File: src/rtl/if_fetch_unit_pkg.sv
// Shared widths, nop encoding and fetch FSM state encoding for the instruction-fetch stage.
package if_fetch_unit_pkg;

    localparam int INSTR_WIDTH     = 32;
    localparam int INSTR_MEM_WIDTH = 32;

    localparam logic [INSTR_WIDTH-1:0] NOP_INSTR = 32'h0000_0013;

    typedef enum logic [1:0] {
        ST_IDLE = 2'd0,
        ST_WAIT = 2'd1,
        ST_DROP = 2'd2
    } fetch_state_e;

    function automatic logic [INSTR_MEM_WIDTH-1:0] word_align(input logic [INSTR_MEM_WIDTH-1:0] addr);
        return {addr[INSTR_MEM_WIDTH-1:2], 2'b00};
    endfunction

endpackage

File: src/rtl/if_fetch_unit_buf.sv
// Single-entry holding register for one fetched pc/instruction pair; presents a nop when empty.
module if_fetch_buf
    import if_fetch_unit_pkg::*;
(
    input  logic                       clk,
    input  logic                       rst,
    input  logic                       load,
    input  logic                       clear,
    input  logic                       consume,
    input  logic [INSTR_MEM_WIDTH-1:0] pc_in,
    input  logic [INSTR_WIDTH-1:0]     instr_in,
    output logic                       valid,
    output logic [INSTR_MEM_WIDTH-1:0] pc_out,
    output logic [INSTR_WIDTH-1:0]     instr_out
);

    logic                       valid_q, valid_d;
    logic [INSTR_MEM_WIDTH-1:0] pc_q, pc_d;
    logic [INSTR_WIDTH-1:0]     instr_q, instr_d;

    // A redirect clear outranks everything; load and consume never coincide.
    always_comb begin
        valid_d = valid_q;
        pc_d    = pc_q;
        instr_d = instr_q;
        if (clear) begin
            valid_d = 1'b0;
        end else if (load) begin
            valid_d = 1'b1;
            pc_d    = pc_in;
            instr_d = instr_in;
        end else if (consume) begin
            valid_d = 1'b0;
        end
    end

    always_ff @(posedge clk) begin
        if (rst) begin
            valid_q <= 1'b0;
            pc_q    <= '0;
            instr_q <= NOP_INSTR;
        end else begin
            valid_q <= valid_d;
            pc_q    <= pc_d;
            instr_q <= instr_d;
        end
    end

    assign valid     = valid_q;
    assign pc_out    = pc_q;
    assign instr_out = valid_q ? instr_q : NOP_INSTR;

endmodule

File: src/rtl/if_fetch_unit.sv
// Instruction-fetch stage: sequential PC generation, single-outstanding imem handshake,
// one-entry instruction buffer toward IF/ID, and EX redirects that discard stale responses.
module if_fetch_unit
    import if_fetch_unit_pkg::*;
#(
    parameter logic [INSTR_MEM_WIDTH-1:0] RESET_PC = '0,
    parameter logic [INSTR_MEM_WIDTH-1:0] PC_STEP  = 32'd4
) (
    input  logic                       clk,
    input  logic                       rst,
    input  logic                       if_id_en,
    input  logic                       redirect_valid,
    input  logic [INSTR_MEM_WIDTH-1:0] redirect_pc,
    output logic                       imem_req_valid,
    input  logic                       imem_req_ready,
    output logic [INSTR_MEM_WIDTH-1:0] imem_req_addr,
    input  logic                       imem_resp_valid,
    input  logic [INSTR_WIDTH-1:0]     imem_resp_data,
    output logic [INSTR_MEM_WIDTH-1:0] if_pc_out,
    output logic [INSTR_WIDTH-1:0]     if_instr,
    output logic                       if_stall,
    output logic                       flush,
    output fetch_state_e               dbg_state
);

    // Handshake: a request transfers on a cycle where imem_req_valid & imem_req_ready are both 1;
    // once raised, valid and addr stay stable until that transfer. The response is a one-cycle
    // imem_resp_valid pulse with no ready, at least one cycle after the accepting edge.

    fetch_state_e               state_q, state_d;
    logic [INSTR_MEM_WIDTH-1:0] fetch_pc_q, fetch_pc_d;
    logic [INSTR_MEM_WIDTH-1:0] req_pc_q, req_pc_d;
    logic                       buf_valid;
    logic                       buf_load;
    logic                       consume;
    logic                       req_fire;

    assign consume        = if_id_en & buf_valid;
    assign imem_req_valid = ~rst & (state_q == ST_IDLE) & ~redirect_valid & (~buf_valid | consume);
    assign imem_req_addr  = fetch_pc_q;
    assign req_fire       = imem_req_valid & imem_req_ready;

    always_comb begin
        state_d    = state_q;
        fetch_pc_d = fetch_pc_q;
        req_pc_d   = req_pc_q;
        buf_load   = 1'b0;
        case (state_q)
            ST_IDLE: begin
                if (req_fire) begin
                    req_pc_d   = fetch_pc_q;
                    fetch_pc_d = fetch_pc_q + PC_STEP;
                    state_d    = ST_WAIT;
                end
            end
            ST_WAIT: begin
                if (imem_resp_valid) begin
                    buf_load = ~redirect_valid;
                    state_d  = ST_IDLE;
                end else if (redirect_valid) begin
                    state_d = ST_DROP;
                end
            end
            ST_DROP: begin
                if (imem_resp_valid) begin
                    state_d = ST_IDLE;
                end
            end
            default: state_d = ST_IDLE;
        endcase
        // The redirect target always wins over the sequential increment.
        if (redirect_valid) begin
            fetch_pc_d = word_align(redirect_pc);
        end
    end

    always_ff @(posedge clk) begin
        if (rst) begin
            state_q    <= ST_IDLE;
            fetch_pc_q <= RESET_PC;
            req_pc_q   <= '0;
        end else begin
            state_q    <= state_d;
            fetch_pc_q <= fetch_pc_d;
            req_pc_q   <= req_pc_d;
        end
    end

    if_fetch_buf u_buf (
        .clk       (clk),
        .rst       (rst),
        .load      (buf_load),
        .clear     (redirect_valid),
        .consume   (consume),
        .pc_in     (req_pc_q),
        .instr_in  (imem_resp_data),
        .valid     (buf_valid),
        .pc_out    (if_pc_out),
        .instr_out (if_instr)
    );

    assign if_stall  = ~buf_valid;
    assign flush     = redirect_valid;
    assign dbg_state = state_q;

endmodule
File: config.mk
export PLATFORM = sky130hd
export DESIGN_NAME = if_fetch_unit
export DESIGN_NICKNAME = d
export VERILOG_FILES = /design/src/rtl/if_fetch_unit_pkg.sv /design/src/rtl/if_fetch_unit_buf.sv /design/src/rtl/if_fetch_unit.sv
export SDC_FILE = /design/constraint.sdc
export NUM_CORES = 1
export LEC_CHECK = 0
export ABC_AREA = 1
export BUFFER_PORTS_ARGS = -buffer_cell sky130_fd_sc_hd__buf_2
export CELL_PAD_IN_SITES_DETAIL_PLACEMENT = 0
export CELL_PAD_IN_SITES_GLOBAL_PLACEMENT = 2
export CORE_MARGIN = 2
export CORE_UTILIZATION = 30
export CTS_BUF_LIST = sky130_fd_sc_hd__clkbuf_4
export CTS_CLUSTER_DIAMETER = 60
export DETAILED_ROUTE_END_ITERATION = 8
export PLACE_DENSITY = 0.87
export RECOVER_POWER = 50
export SYNTH_ARGS = -nofsm -noshare
export SYNTH_HDL_FRONTEND = slang
export SYNTH_SLANG_ARGS = --single-unit
File: constraint.sdc
create_clock -name clk -period 4.4 [get_ports clk]
set_clock_uncertainty 0.15 [all_clocks]
set_input_delay 0.66 -clock clk [delete_from_list [all_inputs] [get_ports clk]]
set_output_delay 0.66 -clock clk [all_outputs]
set_load 0.02 [all_outputs]
==> impl_metrics.env, run 1 <==
export IMPL_ys_ff_latch=125
export IMPL_cts_sinks=125
export IMPL_r2r_start="u_buf.valid$_SDFFE_PP0P_"
export IMPL_ys_seq_area_share_pct=43.07
export IMPL_routed_wl_um=17750
export IMPL_grt_overflow=0
export IMPL_setup_viol=0
export IMPL_hold_class="primary input to register"
export IMPL_arrival_ns=3.35
export IMPL_area_growth_pct=18.35
export IMPL_max_freq_ghz=0.3300
export IMPL_critPathLaunchType="primary input"
export IMPL_post_drt_wl_per_cell_um=13.94
export IMPL_synth_area_sq_um=5811
export IMPL_grt_pass1_wl_um=27280
export IMPL_slowest_stage="inv_1"
export IMPL_dpl_cell_area_sq_um=6774
export IMPL_power_uw=2084
export IMPL_power_density_nw_per_um2=303.1
export IMPL_synth_avg_cell_area_sq_um=6.796
export IMPL_synth_cell_types=35
export IMPL_io_buffer_count=164
export IMPL_finalNetCount=1072
export IMPL_final_setup_worst_slack_ns=1.370
export IMPL_worst_path_max_fanout=34
export IMPL_place_ws_ns=1.667
export IMPL_grt_pass1_vias=5143
export IMPL_drive_gt1_share_pct=16.49
export IMPL_ioPinCount=171
export IMPL_timing_setup_tns_ns=0
export IMPL_p_leak_uw=0.003379
export IMPL_antenna_left=0
export IMPL_drtPass1Iterations=4
export IMPL_die_w_um=143.2
export IMPL_cts_htree_levels=4
export IMPL_rows=50
export IMPL_dieArea_sq_um=20500
export IMPL_dp_hpwl_um=12230
export IMPL_rsz0062_at_grt="false"
export IMPL_synth_cells=855
export IMPL_critPathKind="primary input to register"
export IMPL_cp_common_cell="nor2_1"
export IMPL_cts_reportedPaths_clkPinSlew_ns=0.11
export IMPL_viasPerCell=4.400
export IMPL_crit_start="redirect_valid"
export IMPL_max_slew_worst_pin_slew_ns=1.115
export IMPL_layout_min_cycle_time_ns=3.030
export IMPL_hold_buffers=0
export IMPL_drv_slew=0
export IMPL_crit_chain="clkbuf_1 -> buf_4 -> nor2_1 -> inv_1 -> clkbuf_1 -> nor2_1 -> nor2_1"
export IMPL_worstHoldStart="imem_resp_data[1]"
export IMPL_finalHoldViolCount=0
export IMPL_clockBufferDepth=2
export IMPL_dr_total_vias=5601
export IMPL_die_h_um=143.2
export IMPL_critPathMaxStageDelay_ns=0.76
export IMPL_yosys_area_top_type_share_pct=43.07
export IMPL_ys_warn_count=0
export IMPL_numCtsBuffers=17
export IMPL_cts_tree="yes"
export IMPL_grt_max_degree=64
export IMPL_fin_area_sq_um=6877
export IMPL_drtIter0Drc=275
export IMPL_insertedDiodeCount=0
export IMPL_yosysTopAreaCell="dfxtp_1"
export IMPL_maxCapViolCount=0
export IMPL_antenna_found_initial=0
export IMPL_routabilityCongestion=0.7977
export IMPL_clock_latency_ns=0.53
export IMPL_cts_resized=0
export IMPL_cp_required_ns=4.72
export IMPL_outcome="finished clean"
export IMPL_max_slew_margin_rel_pct=25.47
export IMPL_nFillCells=2134
export IMPL_core_area_sq_um=18830
export IMPL_initial_core_util_pct=30.86
export IMPL_cts_root_buf="clkbuf_4"
export IMPL_cts_setup_buffers=0
export IMPL_fin_crit_sh_pct=68.87
export IMPL_grt_total_usage_pct=17.28
export IMPL_drc_errors=0
export IMPL_cp_end_kind="register"
export IMPL_ir_worst_vdd_mv=0.1166
export IMPL_synth_area_top_cells="dfxtp_1, nor2_1, nand2_1"
-- synth_stat cells, drive strengths merged --
library cell  instances
o21ai                99
o211a                 2
a31oi                 4
xor2                  4
nor2                194
conb                  1
xnor2                 2
a21oi                32
nand2               166
clkbuf               26
or2                   4
inv                 103
a211oi                5
buf                  22
a21boi                1
ha                    1
a22oi                 3
dfxtp               125
o211ai                1
nand4                 3
nor3                  6
nand3                50
or4                   1
-- path summary, 6_finish.rpt --
| check | depth (start not counted) | slack, ns | end |
|---|---|---|---|
| worst max-delay path | 7 | 1.37 | u_buf.pc_out[13]$_SDFFE_PP0P_ |
| worst min-delay path | 3 | 0.19 | u_buf.instr_q[1]$_SDFFE_PP1P_ |
| worst max register to register | 7 | 1.45 | imem_req_addr[28]$_SDFFE_PP0P_ |
| worst min register to register | 2 | 0.31 | u_buf.instr_q[1]$_SDFFE_PP1P_ |
-- layout make-up --
cell class | count | area, sq um | area share (%)
multi-input combinational | 582 | 2644 | 38.45
sequential | 125 | 2502 | 36.39
timing repair buffer | 172 | 814.5 | 11.84
inverter | 103 | 386.6 | 5.622
tap | 260 | 325.3 | 4.731
clock buffer | 20 | 150.1 | 2.183
clock inverter | 11 | 53.80 | 0.7824
-- stage by stage --
stage               std cells  util (%)  hold WS [ns]
finish                   1273     36.52        0.1904
global route             1273     36.52        0.1354
CTS                      1273     37.06        0.1279
detailed placement       1242     35.97        0.2903
global placement         1242     35.97        0.2802
floorplan                 858         -        0.2714
-- worst max-delay path, delay by kind of cell --
family,cells,cell delay [ns]
buf+inv,4,2.26
simple gates,3,0.40
-- cells by family after synthesis --
| logic type | Yosys count | share of synthesized area [%] |
|---|---|---|
| xor+xnor | 6 | 0.9044 |
| simple gates | 424 | 30.73 |
| flops | 125 | 43.07 |
| compound gates | 147 | 13.78 |
| buf+inv | 151 | 11.24 |
| fa+ha+maj | 1 | 0.2153 |
| other cells | 1 | 0.06454 |
-- placed cells by master (no fill, tap or decap), types with 6 or more instances in the layout --
cell,netlist,layout
nor2_1,182,183
nand2_1,163,163
dfxtp_1,125,125
buf_2,4,107
inv_1,98,99
o21ai_0,97,97
clkbuf_1,21,59
nand3_1,49,49
a21oi_1,32,32
clkbuf_4,0,20
nor2_2,8,8
nor3_1,6,6
-- flip-flops by register name, indices dropped and copies added (netlist names) --
name,cells
u_buf.instr_q,32
imem_req_addr,30
req_pc_q,30
u_buf.pc_out,30
dbg_state,2
u_buf.valid,1
-- power breakdown --
group | switching (uW) | internal, uW
clock network | 423 | 225
logic | 154 | 76.3
registers | 35.9 | 1170
-- per-layer routing --
| metal | track usage (%) | up-vias | wire length, um |
|---|---|---|---|
| met2 | 27.47 | 154 | 7821 |
| met3 | 5.097 | 11 | 981 |
| met4 | 4.377 | 0 | 128 |
| met5 | 0 | - | 0 |
| met1 | 22.94 | 2472 | 8819 |
| li1 | - | 2964 | - |
Power figures use the tool's default switching activity.
==> inputs of run 2 (changes only) <==
- CORE_UTILIZATION: 30 -> 28
- PLACE_DENSITY: 0.87 -> 0.82
- clock period: 4.4 -> 3.1 ns (I/O delays scaled with it)
==> run 2 against run 1 <==
Against the previous run: wire length up 3.6%; first-iteration DRC count up 10%; sequential power up 41%; register-to-register slack worse by 0.71 ns; critical path type is now primary input to output pin; critical endpoint is now flush; highest routed layer unchanged.
==> impl_metrics.env, run 2 (same netlist as run 1, synthesis figures left out) <==
export IMPL_setup_viol=0
export IMPL_layout_min_cycle_time_ns=2.443
export IMPL_numCtsBuffers=17
export IMPL_finalHoldViolCount=0
export IMPL_timing_setup_tns_ns=0
export IMPL_rows=52
export IMPL_post_drt_wl_per_cell_um=13.96
export IMPL_cp_end_kind="output pin"
export IMPL_max_slew_worst_pin_slew_ns=1.229
export IMPL_die_w_um=148.1
export IMPL_clock_latency_ns=0.53
export IMPL_ioPinCount=171
export IMPL_routabilityCongestion=0.7303
export IMPL_grt_max_degree=64
export IMPL_drc_errors=0
export IMPL_cp_required_ns=2.48
export IMPL_max_freq_ghz=0.4094
export IMPL_layout_commonest_cell="nor2_1"
export IMPL_grt_pass1_vias=5643
export IMPL_critPathKind="primary input to output pin"
export IMPL_drv_slew=0
export IMPL_core_area_sq_um=20300
export IMPL_cts_resized=0
export IMPL_fin_util_pct=36.07
export IMPL_finalNetCount=1104
export IMPL_dr_total_vias=5776
export IMPL_cts_sinks=125
export IMPL_power_density_nw_per_um2=457.9
export IMPL_maxCapViolCount=0
export IMPL_cts_htree_levels=4
export IMPL_viasPerCell=4.386
export IMPL_drive_gt1_share_pct=15.58
export IMPL_grt_pass1_wl_um=29640
export IMPL_clockBufferDepth=2
export IMPL_rsz0062_at_grt="false"
export IMPL_max_slew_margin_rel_pct=18.09
export IMPL_cts_tree="yes"
export IMPL_hold_class="primary input to register"
export IMPL_dieArea_sq_um=21920
export IMPL_routed_wl_um=18390
export IMPL_ir_worst_vdd_mv=0.1771
export IMPL_largest_reg_flops=32
export IMPL_antenna_left=0
export IMPL_io_buffer_count=164
export IMPL_antenna_found_initial=1
export IMPL_power_uw=3353
export IMPL_outcome="finished clean"
export IMPL_dp_hpwl_um=12540
export IMPL_cts_root_buf="clkbuf_4"
export IMPL_final_cell_mix="nor2_1, nand2_1, dfxtp_1"
export IMPL_regMostFlops="u_buf.instr_q"
export IMPL_fin_crit_sh_pct=78.80
export IMPL_cts_setup_buffers=0
export IMPL_grt_overflow=0
export IMPL_grt_total_usage_pct=17.05
export IMPL_drtIter0Drc=303
export IMPL_critPathLaunchType="primary input"
export IMPL_drtPass1Iterations=5
export IMPL_arrival_ns=1.83
export IMPL_worst_path_max_fanout=33
export IMPL_area_growth_pct=26.01
export IMPL_cts_reportedPaths_clkPinSlew_ns=0.12
export IMPL_p_leak_uw=0.003554
export IMPL_die_h_um=148.1
export IMPL_initial_core_util_pct=28.62
## run 2: stage by stage
step / setup WS (ns) / hold WS (ns) / instances / instance area (sq um)
finish: 0.6572 / 0.07054 / 1317 / 7322
global route: 0.3799 / 0.01910 / 1317 / 7322
CTS: 0.5978 / 0.02214 / 1316 / 7447
detailed placement: 0.8917 / 0.2906 / 1252 / 6812
global placement: 0.8745 / 0.2822 / 1252 / 6812
floorplan: 1.364 / 0.2714 / 858 / 5822
## run 2: worst max-delay path: stages
cell      delay [ns]
clkbuf_1        0.28
clkbuf_2        0.75
buf_2           0.32
## run 2: report_power, final
group,internal [uW],leakage [uW],switching (uW)
combinational,134,0.00237,222
clock,649,0.000171,635
sequential,1660,0.00102,51.8
## run 2: layout make-up
class                           count  area, sq um
Fill cell                        2279        12980
Multi-Input combinational cell    582         2626
Sequential cell                   125         2502
Timing Repair Buffer              204         1151
Inverter                          103        386.6
Tap cell                          270        337.8
Clock inverter                     13        172.7
Clock buffer                       19        142.6
Antenna cell                        1        2.502
## run 2: path summary, 6_finish.rpt
check                                start  slack, ns                             to  cells after the start
max                         redirect_valid       0.66                          flush                      3
min                        imem_resp_valid       0.07      dbg_state[1]$_SDFFE_PP0P_                      3
max reg2reg      dbg_state[0]$_SDFFE_PP0P_       0.74  u_buf.pc_out[31]$_SDFFE_PP0P_                      7
min reg2reg  u_buf.instr_q[4]$_SDFFE_PP1P_       0.32  u_buf.instr_q[4]$_SDFFE_PP1P_                      2
## run 2: per-layer routing
| layer | GRT usage (%) | routed length, um | up-vias |
|---|---|---|---|
| met5 | 0 | 0 | - |
| met4 | 3.429 | 125 | 0 |
| met3 | 4.847 | 1099 | 12 |
| met2 | 27.96 | 8067 | 145 |
| met1 | 22.54 | 9096 | 2580 |
| li1 | - | - | 3039 |
## run 2: timing repair
| item | in CTS | in global routing |
|---|---|---|
| hold endpoints to repair | 32 | 0 |
| hold buffers | 32 | 0 |
| endpoints found under the setup margin | 0 | 0 |
==> inputs of run 3 (changes only) <==
- CORE_UTILIZATION: 28 -> 26
- PLACE_DENSITY: 0.82 -> 0.8
- clock period: 3.1 -> 2 ns (I/O delays scaled with it)
==> run 3 against run 2 <==
Against the previous run: first-iteration DRC count grew 2.0%; non-clock buffer count up 59; die area up 7.5%; largest power group unchanged; core utilization up 0.47 points; cell area is 9.2% higher; final cell count grew 5.3%; combinational power is 79% higher; sequential share of layout area shrank 2.9 points; clock power is 59% higher; wire length rose by 3.2%; sequential power grew 55%.
==> impl_metrics.env, run 3 (same netlist as run 1, synthesis figures left out) <==
export IMPL_outcome="finished clean"
export IMPL_die_h_um=153.5
export IMPL_cts_tree="yes"
export IMPL_maxCapViolCount=0
export IMPL_hold_slack_ns=0.1004
export IMPL_dpl_cell_area_sq_um=7014
export IMPL_regArea_sq_um=2504
export IMPL_grt_pass1_vias=5771
export IMPL_layout_commonest_cell="nor2_1"
export IMPL_place_ws_ns=0.1688
export IMPL_hold_depth=5
export IMPL_io_buffer_count=164
export IMPL_grt_pass1_wl_um=30630
export IMPL_fin_crit_sh_pct=99.77
export IMPL_cts_reportedPaths_clkPinSlew_ns=0.12
export IMPL_power_density_nw_per_um2=664.2
export IMPL_dp_hpwl_um=13110
export IMPL_min_to="req_pc_q[27]$_SDFFE_PP0P_"
export IMPL_antenna_found_initial=2
export IMPL_drc_errors=0
export IMPL_post_drt_wl_per_cell_um=13.68
export IMPL_drv_slew=0
export IMPL_ir_worst_vdd_mv=0.3184
export IMPL_antenna_left=0
export IMPL_nFillCells=2418
export IMPL_hold_class="primary input to register"
export IMPL_die_w_um=153.5
export IMPL_rows=54
export IMPL_routabilityCongestion=0.7911
export IMPL_max_freq_ghz=0.5012
export IMPL_cp_required_ns=1.55
export IMPL_clockBufferDepth=2
export IMPL_routed_wl_um=18980
export IMPL_reg2regPathDepth=10
export IMPL_ioPinCount=171
export IMPL_drtPass1Iterations=4
export IMPL_fin_area_sq_um=7999
export IMPL_max_slew_worst_pin_slew_ns=0.8567
export IMPL_worst_path_max_fanout=3
export IMPL_worstHoldStart="imem_req_ready"
export IMPL_core_area_sq_um=21890
export IMPL_initial_core_util_pct=26.54
export IMPL_grt_max_degree=64
export IMPL_arrival_ns=1.55
export IMPL_regMostFlops="u_buf.instr_q"
export IMPL_cts_htree_levels=4
export IMPL_cts_root_buf="clkbuf_4"
export IMPL_max_slew_margin_rel_pct=42.89
export IMPL_cp_end_kind="output pin"
export IMPL_layout_min_cycle_time_ns=1.995
export IMPL_timing_rr_end="imem_req_addr[24]$_SDFFE_PP0P_"
export IMPL_final_cell_mix="nor2_1, nand2_1, dfxtp_1"
export IMPL_largest_reg_flops=32
export IMPL_drive_gt1_share_pct=18.37
export IMPL_setup_viol=0
export IMPL_ff2ff_setup_slack_ns=0.16
export IMPL_p_leak_uw=0.003845
export IMPL_rsz0062_at_grt="true"
export IMPL_r2r_start="imem_req_addr[3]$_SDFFE_PP0P_"
export IMPL_cts_sinks=125
export IMPL_grt_total_usage_pct=16.35
export IMPL_critPathKind="primary input to output pin"
export IMPL_clock_latency_ns=0.55
export IMPL_final_setup_worst_slack_ns=0.004595
export IMPL_dieArea_sq_um=23560
export IMPL_numCtsBuffers=17
export IMPL_finalHoldViolCount=0
export IMPL_multiInputGateArea_sq_um=2649
export IMPL_critPathLaunchType="primary input"
export IMPL_drtIter0Drc=309
export IMPL_finalNetCount=1163
export IMPL_grt_overflow=0
export IMPL_viasPerCell=4.294
export IMPL_dr_total_vias=5956
export IMPL_area_growth_pct=37.66
## run 3: cell types whose count changed in the layout (fill, tap and decap cells not counted), moves of 3 or more
| cell | delta |
|---|---|
| inv_2 | +7 |
| inv_1 | -8 |
| a211oi_2 | -5 |
| buf_4 | +27 |
| buf_6 | +14 |
| clkbuf_1 | -8 |
| clkinv_2 | -3 |
| a211oi_1 | +5 |
| buf_2 | -11 |
| dlygate4sd3_1 | +34 |
## run 3: worst max-delay path: stages
cell and delay [ns]:
dlygate4sd3_1 0.53, clkbuf_1 0.21, nor2_8 0.17, nand3_4 0.12
inv_1 0.07, buf_2 0.15
## run 3: final cells by class
cell class                 count  share of cell area (%)
antenna                        2                 0.06257
inverter                     103                   4.865
clock inverter                13                   2.159
clock buffer                  19                   1.783
multi-input combinational    582                   33.11
tap                          280                   4.380
sequential                   125                   31.30
timing repair buffer         263                   22.34
## run 3: worst max-delay path by stage
stage	startpoint	to	slack, ns	depth (start not counted)
after floorplan	imem_req_addr[3]$_SDFFE_PP0P_	imem_req_addr[24]$_SDFFE_PP0P_	0.26	10
after global placement	imem_req_addr[3]$_SDFFE_PP0P_	imem_req_addr[24]$_SDFFE_PP0P_	0.18	10
after detailed placement	imem_req_addr[12]$_SDFFE_PP0P_	imem_req_addr[30]$_SDFFE_PP0P_	0.17	9
after CTS	u_buf.valid$_SDFFE_PP0P_	if_instr[4]	0.004	4
after global routing	u_buf.valid$_SDFFE_PP0P_	if_instr[1]	-0.05	4
final	rst	imem_req_valid	0.005	6
## run 3: power by group
group | internal (uW) | switching [uW] | leakage (uW)
Combinational | 272 | 365 | 0.00266
Clock | 1000 | 1020 | 0.000163
Sequential | 2580 | 74.0 | 0.00102
Total | 3850 | 1460 | 0.00384
## run 3: metal layers
metal  part of all wire [%]  global-route usage (%)  vias to the layer above
met5                      0                       0                        -
met4                    1.1                   4.281                        0
met3                    5.7                   5.073                       16
met2                     45                   26.67                      137
met1                     49                   21.02                     2650
li1                       -                       -                     3153
## run 3: timing repair
action | CTS | global route
hold endpoints to repair | 65 | 0
hold buffers | 66 | 0
buffers inserted | 3 | 0
setup endpoints to repair | 20 | 26
gates resized for setup | 10 | 40
## run 3: stage by stage
step | setup TNS, ns | util [%] | power [uW] | std cells
after global routing | -0.2527 | 36.53 | 5588 | 1386
after CTS | 0 | 36.73 | 5426 | 1385
after detailed placement | 0 | 32.04 | 3272 | 1284
after global placement | 0 | 32.04 | 3272 | 1284
final | 0 | 36.54 | 5313 | 1387
after floorplan | 0 | - | 3033 | 858
